File: config.mk
export PLATFORM = sky130hd
export DESIGN_NAME = check_pass_default
export DESIGN_NICKNAME = d
export VERILOG_FILES = /design/src/rtl/check_pass_pkg.sv /design/src/rtl/enter_edge_det.sv /design/src/rtl/check_pass_default.sv
export SDC_FILE = /design/constraint.sdc
export NUM_CORES = 1
export LEC_CHECK = 0
export CORE_AREA = 3 3 47 49
export DETAILED_ROUTE_END_ITERATION = 12
export DIE_AREA = 0 0 50 52
export DONT_BUFFER_PORTS = 1
export PLACE_DENSITY_LB_ADDON = 0.08
export SETUP_SLACK_MARGIN = 0.4
export SYNTH_ARGS = -nofsm -noshare
export SYNTH_HDL_FRONTEND = slang
export SYNTH_SLANG_ARGS = --single-unit
export TNS_END_PERCENT = 30
File: constraint.sdc
create_clock -name clk -period 5.6 [get_ports clk]
set_clock_uncertainty 0.2 [all_clocks]
set_input_delay 0.28 -clock clk [delete_from_list [all_inputs] [get_ports clk]]
set_output_delay 0.28 -clock clk [all_outputs]
set_load 0.05 [all_outputs]
File: src/rtl/check_pass_pkg.sv
// Shared constants, mode decode and LED helper for the password-check stage.
package check_pass_pkg;

    localparam int         DIGIT_W       = 2;
    localparam logic [1:0] DIGIT_INVALID = 2'd3;
    localparam logic [2:0] LED_LOCKOUT   = 3'b101;

    typedef enum logic [1:0] {
        PROG,
        CHK_DEF,
        CHK_USER
    } mode_e;

    function automatic mode_e decode_mode(input logic mode, input logic mode_def);
        mode_e m;
        if (mode)
            m = PROG;
        else if (mode_def)
            m = CHK_DEF;
        else
            m = CHK_USER;
        return m;
    endfunction

    function automatic logic [2:0] therm(input logic [1:0] n);
        logic [2:0] t;
        case (n)
            2'd0:    t = 3'b000;
            2'd1:    t = 3'b001;
            2'd2:    t = 3'b011;
            default: t = 3'b111;
        endcase
        return t;
    endfunction

endpackage

File: src/rtl/enter_edge_det.sv
// Registers the enter button and emits a one-cycle pulse on its rising edge.
module enter_edge_det (
    input  logic clk,
    input  logic rst_all,
    input  logic i_level,
    output logic o_pulse
);

    logic r_level;

    always_ff @(posedge clk or posedge rst_all) begin
        if (rst_all)
            r_level <= 1'b0;
        else
            r_level <= i_level;
    end

    assign o_pulse = i_level & ~r_level;

endmodule

File: src/rtl/check_pass_default.sv
// Password-check stage: collects base-3 digits, programs or checks a password, drives Q/led_4.
// Optional lockout after repeated failed checks: define CHECK_PASS_LOCKOUT_EN.
module check_pass_default
    import check_pass_pkg::*;
#(
    parameter int         PASS_LEN = 3,
    parameter logic [5:0] DEF_PASS = 6'b10_01_10,
    parameter int         MAX_FAIL = 3
) (
    input  logic       clk,
    input  logic       rst_all,
    input  logic       mode,
    input  logic       mode_def,
    input  logic       enter,
    input  logic [1:0] mod3_btn,
    input  logic       lock_rst,
    output logic       Q,
    output logic [2:0] led_4
);

    localparam int                BUF_W    = DIGIT_W * PASS_LEN;
    localparam logic [1:0]        CNT_FULL = 2'(PASS_LEN);
    localparam logic [BUF_W-1:0]  DEF_CODE = DEF_PASS[BUF_W-1:0];

    if (PASS_LEN < 1 || PASS_LEN > 3 || MAX_FAIL < 1 || MAX_FAIL > 3) begin : g_param_check
        $error("check_pass_default: PASS_LEN and MAX_FAIL must be in 1..3");
    end

    logic             w_press;
    logic             w_accept;
    logic             w_last;
    logic             w_locked;
    logic             w_check_ok;
    mode_e            w_mode;
    logic [BUF_W-1:0] w_seq;

    logic [1:0]       r_count;
    logic [BUF_W-1:0] r_buf;
    logic [BUF_W-1:0] r_user_pw;
    logic             r_q;

    enter_edge_det u_enter_edge (
        .clk     (clk),
        .rst_all (rst_all),
        .i_level (enter),
        .o_pulse (w_press)
    );

    // Sequence as it stands once the pending digit lands in slot [count].
    for (genvar gi = 0; gi < PASS_LEN; gi++) begin : g_slot
        assign w_seq[gi*DIGIT_W +: DIGIT_W] = (r_count == 2'(gi)) ? mod3_btn
                                                                   : r_buf[gi*DIGIT_W +: DIGIT_W];
    end

    assign w_mode     = decode_mode(mode, mode_def);
    assign w_check_ok = (w_mode == CHK_DEF) ? (w_seq == DEF_CODE) : (w_seq == r_user_pw);
    assign w_last     = (r_count == CNT_FULL - 2'd1);
    assign w_accept   = w_press && (mod3_btn != DIGIT_INVALID) && !w_locked
                        && (r_count != CNT_FULL);

`ifdef CHECK_PASS_LOCKOUT_EN
    logic [1:0] r_fail;

    assign w_locked = (r_fail == 2'(MAX_FAIL));

    always_ff @(posedge clk or posedge rst_all) begin
        if (rst_all) begin
            r_fail <= 2'd0;
        end else if (!lock_rst && w_accept && w_last && (w_mode != PROG)) begin
            if (w_check_ok)
                r_fail <= 2'd0;
            else if (r_fail != 2'd3)
                r_fail <= r_fail + 2'd1;
        end
    end
`else
    assign w_locked = 1'b0;
`endif

    // A full buffer lingers for exactly one cycle so the third LED is visible.
    always_ff @(posedge clk or posedge rst_all) begin
        if (rst_all) begin
            r_count   <= 2'd0;
            r_buf     <= '0;
            r_user_pw <= DEF_CODE;
            r_q       <= 1'b0;
        end else if (lock_rst) begin
            r_count <= 2'd0;
            r_buf   <= '0;
            r_q     <= 1'b0;
        end else if (r_count == CNT_FULL) begin
            r_count <= 2'd0;
            r_buf   <= '0;
        end else if (w_accept) begin
            r_count <= r_count + 2'd1;
            r_buf   <= w_seq;
            if (w_last) begin
                if (w_mode == PROG)
                    r_user_pw <= w_seq;
                else
                    r_q <= w_check_ok;
            end
        end
    end

    assign Q     = r_q;
    assign led_4 = w_locked ? LED_LOCKOUT : therm(r_count);

endmodule

==> run metrics <==
fin crit period 2.200 ns; cell count after synthesis 94; Max-slew headroom 0.5648; crit path DAT 1.72 ns; Setup-failing EPs final 0; most frequent cells in the layout nor2_1, dfrtp_1, mux2i_1, nand2_1; # port buffers 0; vias in the first global route 661; All-Layer GR Usage 0.1591; nets 115; Internal Power 173.2 uW; share of cells above drive strength 1 0.1089; CTS tree yes; clock slew at reported path FFs 0.10 ns; Max Cap Viol 0; dpl hpwl 1254 um; Synth Net Count 107; number of antenna violations at the first check in global routing 0; root buffer cell clkbuf_4; Core ar. 1902 um2; M1 wire length 859 um; area of the multi-input gates 459.2 um2; worst setup path category flop to primary output; Worst Tran Pin Value 0.6528 ns; CP startpoint kind flop; logic gate share of total power 0.149; critical path data required time 5.12 ns; Slew Limit Fails 0; CTS Buf Count 3; register share of total power 0.512; DIE AREA 2600 um2; #FFs+latches synth 16; max layer used met4; period utilization 0.3929; clock power share 0.339; maximum VDD drop 0.1688 mV; Initial Utilization 0.4730; Max Clk Rate 454.5 MHz; Critical Path End Type primary output; vias post-DR 669; Synth Cell Area 899.6 um2; switch share 0.2741; Final GP Congestion 0.7649; count of final hold-check violations 0; Clock Latency Late Sink 0.30 ns; largest net degree at the start of global routing 17; Area growth, synth to finish 12.66%; routed length on met3 82 um; num ports 12; DRC viols 0; NetSw 65.40 uW; H-tree depth 1; GRT overflow 0; ant diodes 0; DR WL/cell 14.02 um; clk sinks 16; total power draw 238.6 uW; WL met2 834 um; Hold Path Class input port to flop; Rows 16; register area share after synthesis 0.4492; Setup TNS 0 ns; Fillers 178; vias per cell 5.227; final WL 1795 um; hold slack 0.03804 ns; Pre-antenna DRT Iters 4; power density cells 235.5 nW/um2; Avg Inst Size Synth 9.570 um2; CP max FO 6; Sequential Area 404.1 um2; commonest non-fill, non-tap cell in the layout nor2_1; iteration-0 DRC count of the detailed router 13; status complete, no violations; Die Y 52 um; Die W 50 um; number of routed nets with antenna violations 0; number of unique standard cell types used by synthesis 24; static leakage 0.0004923 uW; Yosys Warn Count 0; fin util 0.5329; RSZ-0062 raised after global routing false; first-pass GRT wire length 3008 um; clock buffer depth 2
layer usage:
layer	vias up	track usage
met1	315	0.1968
li1	334	-
met4	0	0.08295
met5	-	0
met3	4	0.03725
met2	16	0.2565
worst max-delay path, cell delays in order, from the launching register on:
cell and delay [ns]:
dfrtp_1 0.42, ha_1 0.60, or2_2 0.39
path summary, 6_finish.rpt:
kind	start	to	slack (ns)	cells after the start
worst max-delay path	r_count[0]	led_4[1]	3.40	2
worst min-delay path	lock_rst	r_count[0]	0.04	2
worst max register to register	r_count[0]	Q	3.44	7
worst min register to register	r_user_pw[5]	r_user_pw[5]	0.30	2
max in group asynchronous	rst_all	r_count[1]	4.50	2
min in group asynchronous	rst_all	r_buf[0]	0.29	2
cell families (layout without fill, tap and decap cells):
group,count (synthesis),in the layout,synth area share
adders and majority gates,5,5,0.06954
DFF,16,16,0.4492
xor gates and xnor gates,4,4,0.03895
buffers and inverters,9,16,0.04033
muxes,12,12,0.1349
and+or+nand+nor,33,33,0.1655
AOI/OAI and AO/OA,15,15,0.1015
power by group through the flow:
stage	registers [uW]	clock network (uW)	logic, uW
floorplan	124	0	27.4
global placement	124	0	32.4
detailed placement	124	0	32.5
CTS	122	81.9	36.0
global route	123	85.9	39.9
finish	122	81.0	35.5
flip-flops by register name, summed over array words and instances, names as in the netlist:
name / count
r_count: 2
Q: 1
r_user_pw: 6
u_enter_edge.r_level: 1
r_buf: 6
cells in the mapped netlist:
| master | instances | share of area |
|---|---|---|
| a21oi_1 | 3 | 0.017 |
| xnor2_1 | 3 | 0.029 |
| nor2b_1 | 1 | 0.0070 |
| a211oi_1 | 3 | 0.025 |
| inv_1 | 6 | 0.025 |
| nand2b_1 | 2 | 0.014 |
| o221ai_1 | 1 | 0.0097 |
| nand4_1 | 2 | 0.014 |
| buf_2 | 2 | 0.011 |
| nor2_1 | 14 | 0.058 |
| o32ai_1 | 1 | 0.0097 |
| and3_1 | 2 | 0.014 |
| mux2i_1 | 11 | 0.12 |
| dfrtp_1 | 13 | 0.36 |
| clkbuf_1 | 1 | 0.0042 |
| o21ai_0 | 6 | 0.033 |
| ha_1 | 5 | 0.070 |
| mux2_2 | 1 | 0.013 |
| nor4_1 | 1 | 0.0070 |
| dfstp_2 | 3 | 0.088 |
| or2_2 | 2 | 0.014 |
| nand2_1 | 9 | 0.038 |
| xor2_1 | 1 | 0.0097 |
| a31oi_1 | 1 | 0.0070 |
stage by stage:
step / setup slack [ns] / cell area, um2 / instances
after floorplan: 3.628 / 899.6 / 94
after global placement: 3.489 / 927.1 / 119
after detailed placement: 3.467 / 927.1 / 119
after CTS: 3.398 / 1013 / 128
after global routing: 3.211 / 1013 / 128
final: 3.400 / 1013 / 128
final cells by class:
cell class / instances / area share
Clock buffer: 4 / 0.03580
Inverter: 6 / 0.02222
Multi-Input combinational cell: 69 / 0.4531
Sequential cell: 16 / 0.3988
Tap cell: 27 / 0.03333
Timing Repair Buffer: 6 / 0.05679
what timing repair did:
item                                   4_1_cts  5_1_grt
endpoints found under the hold margin       21        0
hold buffers                                 5        0
resized for setup                            0        0
buffers inserted                             0        0
Note: power is estimated with default switching activity, not from simulation.
